## src/rtl/mul_err_pkg.sv

```systemverilog
// mul_err_pkg: shared types, widths and LFSR helper for the multiplier error sweep
package mul_err_pkg;
    typedef enum logic [2:0] {IDLE, DRIVE, SETTLE, CAPTURE, DONE} state_e;
    localparam int OP_W   = 8;
    localparam int P_W    = 16;
    localparam int ED_W   = 17;
    localparam int SUM_W  = 32;
    localparam int SSUM_W = 34;
    localparam int CNT_W  = 17;
    localparam logic [P_W-1:0] LFSR_TAPS = 16'h002D;
    function automatic logic [P_W-1:0] lfsr_step(input logic [P_W-1:0] s);
        return {^(s & LFSR_TAPS), s[P_W-1:1]};
    endfunction
endpackage

```

## src/rtl/mul_err_accum.sv

```systemverilog
// mul_err_accum: compares a captured product with the exact one and accumulates error statistics
module mul_err_accum
    import mul_err_pkg::*;
(
    input  logic              clk,
    input  logic              rst,
    input  logic              clr,
    input  logic              en,
    input  logic [OP_W-1:0]   a,
    input  logic [OP_W-1:0]   b,
    input  logic [P_W-1:0]    o,
    output logic [CNT_W-1:0]  samples,
    output logic [CNT_W-1:0]  err_count,
    output logic [SUM_W-1:0]  sum_abs_ed,
    output logic [SSUM_W-1:0] sum_ed,
    output logic [P_W-1:0]    max_ed
);
    logic [P_W-1:0]    exact;
    logic [ED_W-1:0]   ed, abs_full;
    logic [P_W-1:0]    abs_ed;
    logic [CNT_W-1:0]  samples_q, samples_d, err_count_q, err_count_d;
    logic [SUM_W-1:0]  sum_abs_ed_q, sum_abs_ed_d;
    logic [SSUM_W-1:0] sum_ed_q, sum_ed_d;
    logic [P_W-1:0]    max_ed_q, max_ed_d;

    always_comb begin
        exact        = {8'd0, a} * {8'd0, b};
        ed           = {1'b0, exact} - {1'b0, o};
        abs_full     = ed[ED_W-1] ? -ed : ed;
        abs_ed       = abs_full[P_W-1:0];
        samples_d    = samples_q;
        err_count_d  = err_count_q;
        sum_abs_ed_d = sum_abs_ed_q;
        sum_ed_d     = sum_ed_q;
        max_ed_d     = max_ed_q;
        if (clr) begin
            samples_d    = '0;
            err_count_d  = '0;
            sum_abs_ed_d = '0;
            sum_ed_d     = '0;
            max_ed_d     = '0;
        end else if (en) begin
            samples_d    = samples_q + 1'b1;
            err_count_d  = err_count_q + CNT_W'(ed != '0);
            sum_abs_ed_d = sum_abs_ed_q + SUM_W'(abs_ed);
            sum_ed_d     = sum_ed_q + {{(SSUM_W-ED_W){ed[ED_W-1]}}, ed};
            max_ed_d     = (abs_ed > max_ed_q) ? abs_ed : max_ed_q;
        end
    end

    always_ff @(posedge clk) begin
        if (rst) begin
            samples_q    <= '0;
            err_count_q  <= '0;
            sum_abs_ed_q <= '0;
            sum_ed_q     <= '0;
            max_ed_q     <= '0;
        end else begin
            samples_q    <= samples_d;
            err_count_q  <= err_count_d;
            sum_abs_ed_q <= sum_abs_ed_d;
            sum_ed_q     <= sum_ed_d;
            max_ed_q     <= max_ed_d;
        end
    end

    assign samples    = samples_q;
    assign err_count  = err_count_q;
    assign sum_abs_ed = sum_abs_ed_q;
    assign sum_ed     = sum_ed_q;
    assign max_ed     = max_ed_q;
endmodule

```

## src/rtl/mul8_err_sweep_ctrl.sv

```systemverilog
// mul8_err_sweep_ctrl: sweeps operand pairs through an 8x8 approximate multiplier and gathers error statistics
module mul8_err_sweep_ctrl
    import mul_err_pkg::*;
#(
    parameter int              SETTLE_CYCLES = 2,
    parameter logic [P_W-1:0]  LFSR_SEED     = 16'hACE1
) (
    input  logic              clk,
    input  logic              rst,
    input  logic              start,
    input  logic              mode,
    input  logic [P_W-1:0]    num_samples,
    input  logic              abort,
    output logic [OP_W-1:0]   mul_a,
    output logic [OP_W-1:0]   mul_b,
    input  logic [P_W-1:0]    mul_o,
    output logic              busy,
    output logic              done,
    output logic [CNT_W-1:0]  samples,
    output logic [CNT_W-1:0]  err_count,
    output logic [SUM_W-1:0]  sum_abs_ed,
    output logic [SSUM_W-1:0] sum_ed,
    output logic [P_W-1:0]    max_ed
);
    localparam logic [P_W-1:0] SEED = (LFSR_SEED == '0) ? 16'h0001 : LFSR_SEED;
    localparam logic [3:0]     S    = 4'(SETTLE_CYCLES);

    state_e           state_q, state_d;
    logic [3:0]       sc_q, sc_d;
    logic [P_W-1:0]   lfsr_q, lfsr_d;
    logic [CNT_W-1:0] target_q, target_d;
    logic [OP_W-1:0]  a_q, a_d, b_q, b_d;
    logic             mode_q, mode_d, abort_q, abort_d, busy_q, busy_d, done_q, done_d;
    logic             clr, en, last;

    always_comb begin
        state_d  = state_q;
        sc_d     = sc_q;
        lfsr_d   = lfsr_q;
        target_d = target_q;
        a_d      = a_q;
        b_d      = b_q;
        mode_d   = mode_q;
        abort_d  = abort_q;
        busy_d   = busy_q;
        done_d   = done_q;
        clr      = 1'b0;
        en       = 1'b0;
        last     = abort_q || abort || (samples + 1'b1 == target_q);
        case (state_q)
            IDLE, DONE: if (start) begin
                state_d  = DRIVE;
                clr      = 1'b1;
                mode_d   = mode;
                target_d = (mode && num_samples != '0) ? {1'b0, num_samples} : 17'h10000;
                abort_d  = 1'b0;
                busy_d   = 1'b1;
                done_d   = 1'b0;
            end
            DRIVE: begin
                {a_d, b_d} = mode_q ? lfsr_q : samples[P_W-1:0];
                state_d    = (S == 4'd0) ? CAPTURE : SETTLE;
                sc_d       = S - 4'd1;
                abort_d    = abort_q || abort;
            end
            SETTLE: begin
                state_d = (sc_q == 4'd0) ? CAPTURE : SETTLE;
                sc_d    = sc_q - 4'd1;
                abort_d = abort_q || abort;
            end
            CAPTURE: begin
                en      = 1'b1;
                lfsr_d  = mode_q ? lfsr_step(lfsr_q) : lfsr_q;
                state_d = last ? DONE : DRIVE;
                busy_d  = !last;
                done_d  = last;
            end
            default: state_d = IDLE;
        endcase
    end

    always_ff @(posedge clk) begin
        if (rst) begin
            state_q  <= IDLE;
            sc_q     <= '0;
            lfsr_q   <= SEED;
            target_q <= '0;
            a_q      <= '0;
            b_q      <= '0;
            mode_q   <= 1'b0;
            abort_q  <= 1'b0;
            busy_q   <= 1'b0;
            done_q   <= 1'b0;
        end else begin
            state_q  <= state_d;
            sc_q     <= sc_d;
            lfsr_q   <= lfsr_d;
            target_q <= target_d;
            a_q      <= a_d;
            b_q      <= b_d;
            mode_q   <= mode_d;
            abort_q  <= abort_d;
            busy_q   <= busy_d;
            done_q   <= done_d;
        end
    end

    mul_err_accum u_accum (
        .clk        (clk),
        .rst        (rst),
        .clr        (clr),
        .en         (en),
        .a          (a_q),
        .b          (b_q),
        .o          (mul_o),
        .samples    (samples),
        .err_count  (err_count),
        .sum_abs_ed (sum_abs_ed),
        .sum_ed     (sum_ed),
        .max_ed     (max_ed)
    );

    assign mul_a = a_q;
    assign mul_b = b_q;
    assign busy  = busy_q;
    assign done  = done_q;
endmodule

```

## config.mk

```make
export PLATFORM = sky130hd
export DESIGN_NAME = mul8_err_sweep_ctrl
export DESIGN_NICKNAME = d
export VERILOG_FILES = /design/src/rtl/mul_err_pkg.sv /design/src/rtl/mul_err_accum.sv /design/src/rtl/mul8_err_sweep_ctrl.sv
export SDC_FILE = /design/constraint.sdc
export NUM_CORES = 1
export LEC_CHECK = 0
export ABC_AREA = 1
export CORE_MARGIN = 2
export CORE_UTILIZATION = 30
export DETAILED_ROUTE_END_ITERATION = 8
export SETUP_SLACK_MARGIN = 0.02
export SYNTH_ARGS = -nofsm -noshare
export SYNTH_HDL_FRONTEND = slang
export SYNTH_SLANG_ARGS = --single-unit
```

## constraint.sdc

```tcl
create_clock -name clk -period 13.2 [get_ports clk]
set_input_delay 2.64 -clock clk [delete_from_list [all_inputs] [get_ports clk]]
set_output_delay 2.64 -clock clk [all_outputs]
set_load 0.02 [all_outputs]
```

# --- Yosys cells after proc, flatten, opt, wreduce, memory -nomap -nowiden ---
# Cells that the tools add are included.
word_totals:
  ff_bits: 176
  latchBits: 0
  ramBits: 0
  romBits: 0
  in_bits: 37
  out_inout_bits: 134
  word_cells: 66
  memories: 0
classes:
  add_sub_neg: 7
  n_mul: 1
  n_div: 0
  magnitude_cmp: 1
  eq_ne: 6
  shifts: 0
  muxes: 16
  bitwise: 0
  n_reduce_logical: 20
op_table:
  columns: ["cell", "count"]
  rows:
  - ["$add A34 B34 Y34", 1]
  - ["$add A32 B16 Y32", 1]
  - ["$mux W16", 2]
  - ["$add A17 B1 Y17", 1]
  - ["$add A17 B1 Y17 const B", 1]
  - ["$eq A17 B17 Y1", 1]
  - ["$mux W17", 1]
  - ["$reduce_bool A17 Y1", 1]
  - ["$sub A16 B16 Y17", 1]
  - ["$gt A16 B16 Y1", 1]
  - ["$mul A8 B8 Y16", 1]
  - ["$neg A16 Y16", 1]
  - ["$reduce_bool A16 Y1", 1]
  - ["$reduce_xor A16 Y1", 1]
  - ["$pmux W3 S4", 1]
  - ["$reduce_and A2 Y1", 5]
  - ["$pmux W4 S2", 1]
  - ["$eq A3 B2 Y1 const B", 2]
  - ["$mux W1", 6]
  - ["$mux W3", 2]
  - ["$pmux W1 S2", 3]
  - ["$reduce_bool A2 Y1", 3]
  - ["$reduce_or A2 Y1", 3]
  - ["$logic_not A4 Y1", 1]
  - ["8 further kinds", 9]

# --- Depth between registers and ports, before layout ---
# Gate-level depths: netlist of the first run.
depth:
  word_depth: 6
  mapped_depth: 41
  ltp_nobuf: 39

# --- Modules after synthesis ---
# A second synthesis of the first run with hierarchy kept.
hier_totals:
  hier_cells: 2222
  area_unflattened_um2: 14582.7
by_module_without_submodules:
  columns: ["module", "n_inst", "cells_each", "area_each_um2"]
  rows:
  - ["mul_err_accum", 1, 1765, 11414.7]
  - ["mul8_err_sweep_ctrl", 1, 457, 3168.0]

# --- Worst setup path before layout of the first run ---
# Ideal clock, no wire load.
synth_timing:
  kind: "input -> register"
  from: "input mul_o[10]"
  to: "register u_accum.sum_abs_ed_q[23] (netlist: u_accum.sum_abs_ed[23])"
  setup_ns: 0.064
  t_arrival_ns: 7.666
  required_ns: 13.136
  slack_ns: 5.470
  path_stages: 31
  n_path_buf: 1
  path_cell_list: "fa_1 fa_1 fa_1 fa_1 inv_1 ha_1 nand2_1 inv_1 nand2_1 nand2_1 a21oi_1 nand2_1 nand2_1 nand2_2 inv_2 buf_2 nand3_1 nand2_1 inv_1 ha_1 nand2_1 nor3_1 inv_1 nor3_1 a21o_1 nand2_1 nand2_1 nand2_1 o21ai_0 nand2_1 nor2_1"
synth_between:
  elab_chain_len: 4
synth_rtl:
  columns: ["element", "line_no", "rtl"]
  rows:
  - ["start, declared", "mul8_err_sweep_ctrl.sv:16", "input logic [P_W-1:0] mul_o,"]
  - ["$sub A16 B16 Y17 *", "mul_err_accum.sv:28", "ed = {1'b0, exact} - {1'b0, o};"]
  - ["$neg A16 Y16", "mul_err_accum.sv:29", "abs_full = ed[ED_W-1] ? -ed : ed;"]
  - ["$mux W16 *", "mul_err_accum.sv:29", null]
  - ["net u_accum.abs_full[12]", "mul_err_accum.sv:19", "logic [ED_W-1:0] ed, abs_full;"]
  - ["$add A32 B16 Y32 *", "mul_err_accum.sv:45", "sum_abs_ed_d = sum_abs_ed_q + SUM_W'(abs_ed);"]
  - ["end signal, assigned", "mul_err_accum.sv:61", "sum_abs_ed_q <= sum_abs_ed_d;"]
  - ["end, declared", "mul_err_accum.sv:22", "logic [SUM_W-1:0] sum_abs_ed_q, sum_abs_ed_d;"]
# The timed path passes the listed nets; every way through them passes the cells marked *.
# A chain may end at the register's enable or synchronous reset.

# --- Worst setup path in the final report of the first run ---
layout_timing:
  from: "input mul_o[9]"
  to: "register u_accum.max_ed_q[6] (netlist: u_accum.max_ed[6])"
layout_between:
  elab_cells_between_ends: 5
  classes_between: "add/sub (2); order compare (1); mux (1); reduce/logical (1)"
layout_rtl:
  columns: ["element", "line_no", "rtl"]
  rows:
  - ["$sub A16 B16 Y17", "mul_err_accum.sv:28", null]
  - ["$mux W16", "mul_err_accum.sv:29", null]
  - ["net u_accum.abs_full[7]", "mul_err_accum.sv:19", null]
  - ["$gt A16 B16 Y1", "mul_err_accum.sv:47", "max_ed_d = (abs_ed > max_ed_q) ? abs_ed : max_ed_q;"]
  - ["$reduce_and A2 Y1 (no source line)", null, null]
  - ["end signal, assigned", "mul_err_accum.sv:63", "max_ed_q <= max_ed_d;"]
  - ["end, declared", "mul_err_accum.sv:24", "logic [P_W-1:0] max_ed_q, max_ed_d;"]
# The timed path passes the listed nets, and every way through them passes these cells.

==> metrics.md, run 1 <==
| Metric | Value |
|---|---|
| Final setup fails | `0` |
| Reg2reg start | `mul_b[1]` |
| Worst Path Arrival | `9.17 ns` |
| Switching Share | `44.2%` |
| Synth top area share | `24.6%` |
| Die Area | `49,400 um2` |
| Flop2flop setup slack | `6.14 ns` |
| Worst skew pair latency | `0.46 ns` |
| Clock Skew | `0.0107 ns` |
| Top cells by area, synth | `dfxtp_1 (25%), nand2_1 (13%), inv_1 (10%), ha_1 (10%), fa_1 (7.3%)` |
| Clock sink count | `176` |
| Critical Path Start Type | `input port` |
| Flop pwr share | `28.4%` |
| Core Area | `46,800 um2` |
| Root Buffer Master | `clkbuf_16` |
| Worst slew pin tran | `1.07 ns` |
| Max Cap Violations | `0` |
| Vias in the first global route | `13,600` |
| Asr flop ratio synth | `0%` |
| Core Rows | `79` |
| Worst Path Required | `13.59 ns` |
| Post-cts repair resize count | `0` |
| P_sw | `987 uW` |
| Max transition margin | `28.6%` |
| Logic gate share of total power | `46.1%` |
| Max Buffers Root-to-Sink | `2` |
| RSZ-0062 raised after global routing | `no` |
| Cts hold-fix bufs | `0` |
| Post-synth top cells | `nand2_1 (508), inv_1 (384), nor2_1 (205), dfxtp_1 (176), a21oi_1 (156)` |
| Most frequent cell after synthesis | `nand2_1` |
| ANT cells | `0` |
| Fin. Hold Viols | `0` |
| CTS tree | `built` |
| Crit-path slowest cell | `fa_1` |
| Detailed Route WL | `44.3 mm` |
| Syn_nets | `2,357` |
| Vias/cell | `4.76` |
| Power Density | `130 nW/um2` |
| Peak Freq | `114 MHz` |
| Yosys warning total | `0` |
| Synth Cell Area | `14,300 um2` |
| Launch point of the critical path | `mul_o[9]` |
| Fin Setup TNS | `0 ns` |
| Post-CTS Repair Setup Buffers | `0` |
| Hold_ws | `0.466 ns` |
| Initial DRC count | `738` |
| Syn avg cell area | `6.64 um2` |
| Post-synth EDFFs | `0` |
| Most frequent cell on the critical path | `nand2_1` |
| Worst Hold Class | `reg -> reg` |
| Status | `finished, final reports clean` |
| Dominant synthesized flop cell | `dfxtp_1` |
| GPL Wtd Cong | `0.898` |
| Gr usage total | `18.2%` |
| Initial DRT Pass Iterations | `5` |
| Dpl hpwl | `34.6 mm` |
| Area Growth Syn to Fin | `19.9%` |
| Initial antenna violation count | `0` |
| Worst Reg-to-Reg Cells | `30` |
| Slowest stage delay, CP | `0.55 ns` |
| Detail Route Antenna Nets | `0` |
| Initial Utilization | `30.6%` |
| Maximum VDD drop | `0.103 mV` |
| H-tree levels | `4` |
| Crit path capture type | `flop` |
| Port bufs | `170` |
| Clock share of power | `25.5%` |
| Pin count of the biggest net entering global routing | `83` |
| Gr ovfl total | `0` |
| Critical Path Fanout Max | `36` |
| Unique masters post-synth | `58` |
| Post-route DRC | `0` |
| Slew Viols, Final | `0` |
| Share of cells above drive strength 1 | `3.66%` |
| I/O pin cnt | `171` |
| Internal Power | `1250 uW` |
| Lkg Pwr | `0.00801 uW` |
| Post-DR wirelength/cell | `15.3 um` |
| Cts bufs inserted | `17` |
| First-pass GRT wire length | `72.2 mm` |
| Die Y | `222 um` |
| Worst-path clk slew | `0.07 ns` |
| Total number of vias | `13,800` |
| Critical path class | `in -> reg` |
| Area leader, netlist | `dfxtp_1` |
| Die Width | `222 um` |
| Hold_sp | `target_q[12]` |
| Final period util | `66.5%` |
| Worst Hold Path Cells | `2` |
| Cells after Synth | `2,154` |
| FF+latch count, synth | `176` |
| # fillers | `5,006` |
| # nets final | `2,484` |
| Post-synthesis sequential area ratio | `24.6%` |
| Util after Layout | `36.7%` |
| Final min period | `8.78 ns` |
==> power groups by stage <==
| stage | clock [uW] | sequential [uW] | combinational, uW |
|---|---|---|---|
| floorplan | 0 | 630 | 739 |
| global placement | 0 | 646 | 1020 |
| detailed placement | 0 | 648 | 1030 |
| CTS | 585 | 636 | 1030 |
| global route | 606 | 642 | 1170 |
| finish | 571 | 635 | 1030 |
==> flip-flops by register name, indices dropped and copies added, names as in the netlist, 3 cells and up <==
name                count
lfsr_q                 16
mul_a                   8
mul_b                   8
sc_q                    4
state_q                 3
target_q               17
u_accum.err_count      17
u_accum.max_ed         16
u_accum.samples        17
u_accum.sum_abs_ed     32
u_accum.sum_ed         34
==> cells by family after synthesis <==
kind of cell             synth area share, %
AO/OA/AOI/OAI                           15.2
XOR/XNOR                                2.91
adder cells (fa/ha/maj)                 17.3
buffers and inverters                   12.3
flip-flops                              24.6
AND/OR/NAND/NOR                         27.6
==> final timing paths <==
path	end
min	target_q[12]
max	u_accum.max_ed[6]
max reg2reg	u_accum.max_ed[6]
min reg2reg	target_q[12]
==> cell type report <==
cell class | count | area, um2 | area share [%]
multi-input combinational | 1520 | 9010 | 52.6
sequential | 176 | 3520 | 20.5
timing repair buffer | 175 | 1740 | 10.1
inverter | 391 | 1470 | 8.57
tap | 607 | 759 | 4.43
clock buffer | 19 | 443 | 2.58
clock inverter | 13 | 200 | 1.17
==> worst max-delay path: cells and delay by family <==
| kind | cells | cell delay, ns |
|---|---|---|
| fa+ha+maj | 6 | 2.76 |
| buf+inv | 5 | 1.64 |
| simple gates | 14 | 1.29 |
| compound gates | 4 | 0.55 |
| xor+xnor | 1 | 0.23 |
==> metrics by stage <==
| stage | area [um2] | worst slack, ns | std cells | total power [uW] |
|---|---|---|---|---|
| floorplan | 14300 | 5.47 | 2154 | 1370 |
| global placement | 16500 | 4.09 | 2869 | 1670 |
| detailed placement | 16500 | 3.98 | 2869 | 1680 |
| CTS | 17100 | 4.46 | 2901 | 2260 |
| global route | 17100 | 3.78 | 2901 | 2420 |
| finish | 17100 | 4.42 | 2901 | 2230 |
==> per-layer routing <==
metal	share of wire, %	GRT usage (%)
met4	2.0	5.12
met3	4.6	4.09
met2	47	30.9
met5	0	0
met1	46	23.1
==> cell usage in the layout (no fill, tap or decap), types with 10 or more instances in the layout <==
master	Yosys	layout
nand2_1	508	508
o21ai_1	13	13
a21o_1	10	10
a21oi_1	156	156
ha_1	114	114
o211ai_1	19	19
o22ai_2	10	10
inv_1	384	383
a211oi_1	19	19
dfxtp_1	176	176
xor2_1	31	31
nor2_1	205	205
o21ai_0	113	113
nor3_1	26	26
xnor2_1	12	12
nand3_1	124	124
clkdlybuf4s50_1	0	170
fa_1	52	52
nand4_1	26	26
clkbuf_16	0	17
No activity file was read; power rests on OpenSTA's default activity.
==> run 2: changes to the inputs <==
Clock period 13.2 ns to 8.1 ns, I/O delays scaled along.
==> metrics.md, run 2 (synthesis results as in run 1) <==
| Metric | Value |
|---|---|
| Worst Path Arrival | `7.78 ns` |
| Critical path class | `in -> reg` |
| Gr ovfl total | `0` |
| Vias/cell | `4.82` |
| Total number of vias | `14,000` |
| H-tree levels | `4` |
| Max Buffers Root-to-Sink | `2` |
| # fillers | `4,955` |
| Max transition margin | `33.3%` |
| Status | `finished, final reports clean` |
| Root Buffer Master | `clkbuf_16` |
| Final min period | `7.46 ns` |
| Detail Route Antenna Nets | `0` |
| Power Density | `208 nW/um2` |
| Final period util | `92.0%` |
| Slew Viols, Final | `0` |
| Critical Path Fanout Max | `27` |
| Final setup fails | `0` |
| Worst skew pair latency | `0.47 ns` |
| Fin. Hold Viols | `0` |
| Initial antenna violation count | `0` |
| Share of cells above drive strength 1 | `3.83%` |
| Core Area | `46,800 um2` |
| Die Area | `49,400 um2` |
| Cts bufs inserted | `17` |
| # nets final | `2,487` |
| Post-cts repair resize count | `0` |
| Cts hold-fix bufs | `0` |
| Worst slew pin tran | `0.999 ns` |
| Max FFs per register | `34` |
| Die Width | `222 um` |
| Port bufs | `170` |
| Core Rows | `79` |
| Crit path capture type | `flop` |
| Area Growth Syn to Fin | `19.6%` |
| CTS tree | `built` |
| Worst-path clk slew | `0.08 ns` |
| Initial DRT Pass Iterations | `5` |
| Vias in the first global route | `13,300` |
| Critical Path Start Type | `input port` |
| Total power | `3550 uW` |
| Detailed Route WL | `44.3 mm` |
| ANT cells | `0` |
| First-pass GRT wire length | `71.0 mm` |
| Dpl hpwl | `34.6 mm` |
| Initial DRC count | `913` |
| Most frequent cell on the critical path | `nand2_1` |
| Worst Path Required | `8.42 ns` |
| GPL Wtd Cong | `0.891` |
| Initial Utilization | `30.6%` |
| Max Cap Violations | `0` |
| Pin count of the biggest net entering global routing | `61` |
| Post-CTS Repair Setup Buffers | `0` |
| Slowest stage delay, CP | `0.55 ns` |
| I/O pin cnt | `171` |
| Fin Setup TNS | `0 ns` |
| Clock sink count | `176` |
| RSZ-0062 raised after global routing | `no` |
| Most frequent cells in the layout | `nand2_1 (508), inv_1 (383), nor2_1 (205)` |
| Gr usage total | `17.9%` |
| Crit-path slowest cell | `fa_1` |
| Clock Skew | `0.00980 ns` |
| Lkg Pwr | `0.00800 uW` |
| Post-route DRC | `0` |
| Post-DR wirelength/cell | `15.3 um` |
| Worst Hold Class | `reg -> reg` |
| Maximum VDD drop | `0.183 mV` |
| Die Y | `222 um` |
| Commonest non-fill, non-tap cell in the layout | `nand2_1` |
| Peak Freq | `134 MHz` |
==> run 2: cell types whose count changed in the layout (fill, tap and decap cells not counted) <==
cell / change
inv_6: +3
buf_12: +1
clkbuf_8: -1
bufinv_16: -4
clkbuf_1: -1
clkinv_2: +1
clkinvlp_4: -1
buf_4: +2
inv_8: +3
==> run 2: power breakdown <==
part	internal [uW]	leakage, uW	switching (uW)
combinational	582	0.00630	1110
sequential	924	0.00142	110
clock	408	0.000275	419
total	1910	0.00800	1640
==> run 2: layer usage <==
metal  vias to the layer above  wire length, um  track usage, %
met1                      6497            20900            23.5
met4                         0              920            6.04
met3                        50             2050            3.02
li1                       7134                -               -
met5                         -                0               0
met2                       321            20400            29.8
==> run 2: area by class of cell <==
class                           count  area, um2  share of cell area, %
Multi-Input combinational cell   1520       9010                   52.7
Sequential cell                   176       3520                   20.6
Timing Repair Buffer              178       1770                   10.4
Inverter                          391       1470                   8.59
Tap cell                          607        759                   4.44
Clock buffer                       17        425                   2.49
Clock inverter                     15        138                  0.805
==> run 2: critical path: cells and delay by family <==
kind | cells | cell delay [ns]
fa+ha+maj | 6 | 2.76
simple gates | 14 | 1.58
compound gates | 4 | 0.94
buf+inv | 5 | 0.88
==> run 2: worst paths after layout <==
path | cells past startpoint | slack, ns | end | startpoint
max | 29 | 0.64 | u_accum.sum_abs_ed[24] | mul_o[10]
min | 2 | 0.47 | lfsr_q[14] | lfsr_q[14]
max reg2reg | 29 | 1.31 | u_accum.sum_abs_ed[24] | mul_b[2]
min reg2reg | 2 | 0.47 | lfsr_q[14] | lfsr_q[14]
==> run 2: metrics by stage <==
| stage | setup WS [ns] | hold WS (ns) | instances | area (um2) | util (%) |
|---|---|---|---|---|---|
| floorplan | 1.39 | 0.436 | 2154 | 14300 | - |
| global placement | 0.264 | 0.450 | 2872 | 16500 | 35.4 |
| detailed placement | 0.171 | 0.457 | 2872 | 16500 | 35.4 |
| CTS | 0.675 | 0.471 | 2904 | 17100 | 36.6 |
| global route | 0.161 | 0.484 | 2904 | 17100 | 36.6 |
| finish | 0.644 | 0.470 | 2904 | 17100 | 36.6 |
==> run 3: changes to the inputs <==
--- a/config.mk
+++ b/config.mk
@@ -11,3 +11,2 @@
 export DETAILED_ROUTE_END_ITERATION = 8
-export SETUP_SLACK_MARGIN = 0.02
 export SYNTH_ARGS = -nofsm -noshare
==> constraint.sdc (replaced) <==
create_clock -name clk -period 8.1 [get_ports clk]
set_input_delay 1.215 -clock clk [delete_from_list [all_inputs] [get_ports clk]]
set_output_delay 1.215 -clock clk [all_outputs]
set_load 0.02 [all_outputs]
==> metrics.md, run 3 (synthesis results as in run 1) <==
| Metric | Value |
|---|---|
| Pin count of the biggest net entering global routing | `76` |
| Die Area | `49,400 um2` |
| Vias in the first global route | `13,400` |
| Flop2flop setup slack | `1.20 ns` |
| Slowest stage delay, CP | `0.55 ns` |
| Clock sink count | `176` |
| Worst skew pair latency | `0.46 ns` |
| Worst Reg-to-Reg Cells | `29` |
| Worst Setup EP | `u_accum.max_ed[5]` |
| Worst Path Arrival | `7.54 ns` |
| Fin Setup TNS | `0 ns` |
| Reg2reg start | `mul_b[2]` |
| Fin. Hold Viols | `0` |
| Initial antenna violation count | `0` |
| Util after Layout | `36.6%` |
| Commonest non-fill, non-tap cell in the layout | `nand2_1` |
| Critical path's top delay family | `adder cells` |
| Most frequent cell on the critical path | `nand2_1` |
| Area Growth Syn to Fin | `19.5%` |
| Initial Utilization | `30.6%` |
| Initial DRC count | `868` |
| I/O pin cnt | `171` |
| Worst Path Required | `8.48 ns` |
| Max transition margin | `25.5%` |
| ANT cells | `0` |
| Final setup fails | `0` |
| Status | `finished, final reports clean` |
| Final Non-Filler Cells | `2,903` |
| Lkg Pwr | `0.00799 uW` |
| Post-Place Cells | `2,871` |
| Critical Path Fanout Max | `24` |
| Dpl hpwl | `34.8 mm` |
| Gr usage total | `18.0%` |
| Final min period | `7.16 ns` |
| WP depth | `29` |
| Final period util | `88.4%` |
| Share of cells above drive strength 1 | `3.75%` |
| Critical Path Start Type | `input port` |
| Gr ovfl total | `0` |
| Worst-path clk slew | `0.07 ns` |
| Post-DR wirelength/cell | `15.3 um` |
| Crit path capture type | `flop` |
| First-pass GRT wire length | `71.3 mm` |
| Reg2reg end | `u_accum.max_ed[5]` |
| Most frequent cells in the layout | `nand2_1 (508), inv_1 (383), nor2_1 (205)` |
| Routed wl met2 | `20.6 mm` |
| Max Cap Violations | `0` |
| Routed length on met1 | `20.7 mm` |
| Post-cts repair resize count | `0` |
| Crit-path slowest cell | `fa_1` |
| Detail Route Antenna Nets | `0` |
| Max Buffers Root-to-Sink | `2` |
| Hold_ws | `0.470 ns` |
| Post-route DRC | `0` |
| Worst Hold Class | `reg -> reg` |
| Top routing layer in use | `met4` |
| Vias/cell | `4.82` |
| Peak Freq | `140 MHz` |
| Die Y | `222 um` |
| Critical path class | `in -> reg` |
| Die Width | `222 um` |
| Slew Viols, Final | `0` |
| Post-CTS Repair Setup Buffers | `0` |
| Core Area | `46,800 um2` |
| GPL Wtd Cong | `0.935` |
| Clock Skew | `0.0118 ns` |
| Port bufs | `170` |
| Root Buffer Master | `clkbuf_16` |
| Total number of vias | `14,000` |
| Worst slew pin tran | `1.12 ns` |
| Cts hold-fix bufs | `0` |
| Launch point of the critical path | `mul_o[10]` |
| Met3 wire len | `2.15 mm` |
| Max FFs per register | `34` |
| Cts bufs inserted | `17` |
| # nets final | `2,486` |
| CTS tree | `built` |
| Detailed Route WL | `44.5 mm` |
| WP buf/inv | `6` |
| RSZ-0062 raised after global routing | `no` |
| Core Rows | `79` |
| Power Density | `208 nW/um2` |
| H-tree levels | `4` |
| Initial DRT Pass Iterations | `5` |
| Maximum VDD drop | `0.170 mV` |
[run 3: cell types whose count changed in the layout (fill, tap and decap cells not counted)]
| cell | previous run | this run |
|---|---|---|
| inv_6 | 6 | 5 |
| clkinv_2 | 2 | 3 |
| clkbuf_1 | 0 | 1 |
| buf_12 | 1 | 0 |
| clkbuf_8 | 0 | 1 |
| inv_8 | 5 | 1 |
| clkinv_4 | 1 | 2 |
| bufinv_16 | 0 | 1 |
[run 3: per-layer routing]
layer,global-route usage [%],vias up
li1,-,7149
met1,23.3,6466
met2,30.0,329
met3,3.17,56
met4,6.54,0
met5,0,-
[run 3: how the worst min path moves through the flow]
stage,cells past startpoint,slack (ns),startpoint,endpoint
3_3_place_gp,2,0.45,lfsr_q[14],lfsr_q[14]
3_5_place_dp,2,0.45,lfsr_q[12],lfsr_q[12]
5_1_grt,2,0.49,lfsr_q[8],lfsr_q[8]
2_1_floorplan,2,0.44,target_q[12],target_q[12]
4_1_cts,2,0.47,lfsr_q[1],lfsr_q[1]
6_report,2,0.47,target_q[12],target_q[12]
[run 3: per-stage QoR]
step / total power, uW / worst slack (ns) / cell area (um2)
global placement: 2730 / 0.613 / 16500
CTS: 3600 / 0.948 / 17100
detailed placement: 2750 / 0.461 / 16500
floorplan: 2230 / 1.80 / 14300
global route: 3850 / 0.375 / 17100
finish: 3560 / 0.942 / 17100
[run 3: cell type report]
type	count	area, um2
Inverter	391	1470
Sequential cell	176	3520
Multi-Input combinational cell	1520	9010
Clock buffer	19	443
Fill cell	4982	29700
Clock inverter	13	128
Timing Repair Buffer	177	1750
Tap cell	607	759
[run 3: worst reg2reg max path: cells and delay by family, from the launching register on]
kind                       cells  cell delay [ns]
and+or+nand+nor               16             1.87
AOI/OAI and AO/OA              3             0.53
adders and majority gates      6             2.73
DFF                            1             0.62
buffers and inverters          4             1.08
[run 3: power breakdown]
group	total (uW)	switching, uW	internal, uW
Combinational	1700	1110	583
Clock	830	392	438
Sequential	1030	110	924
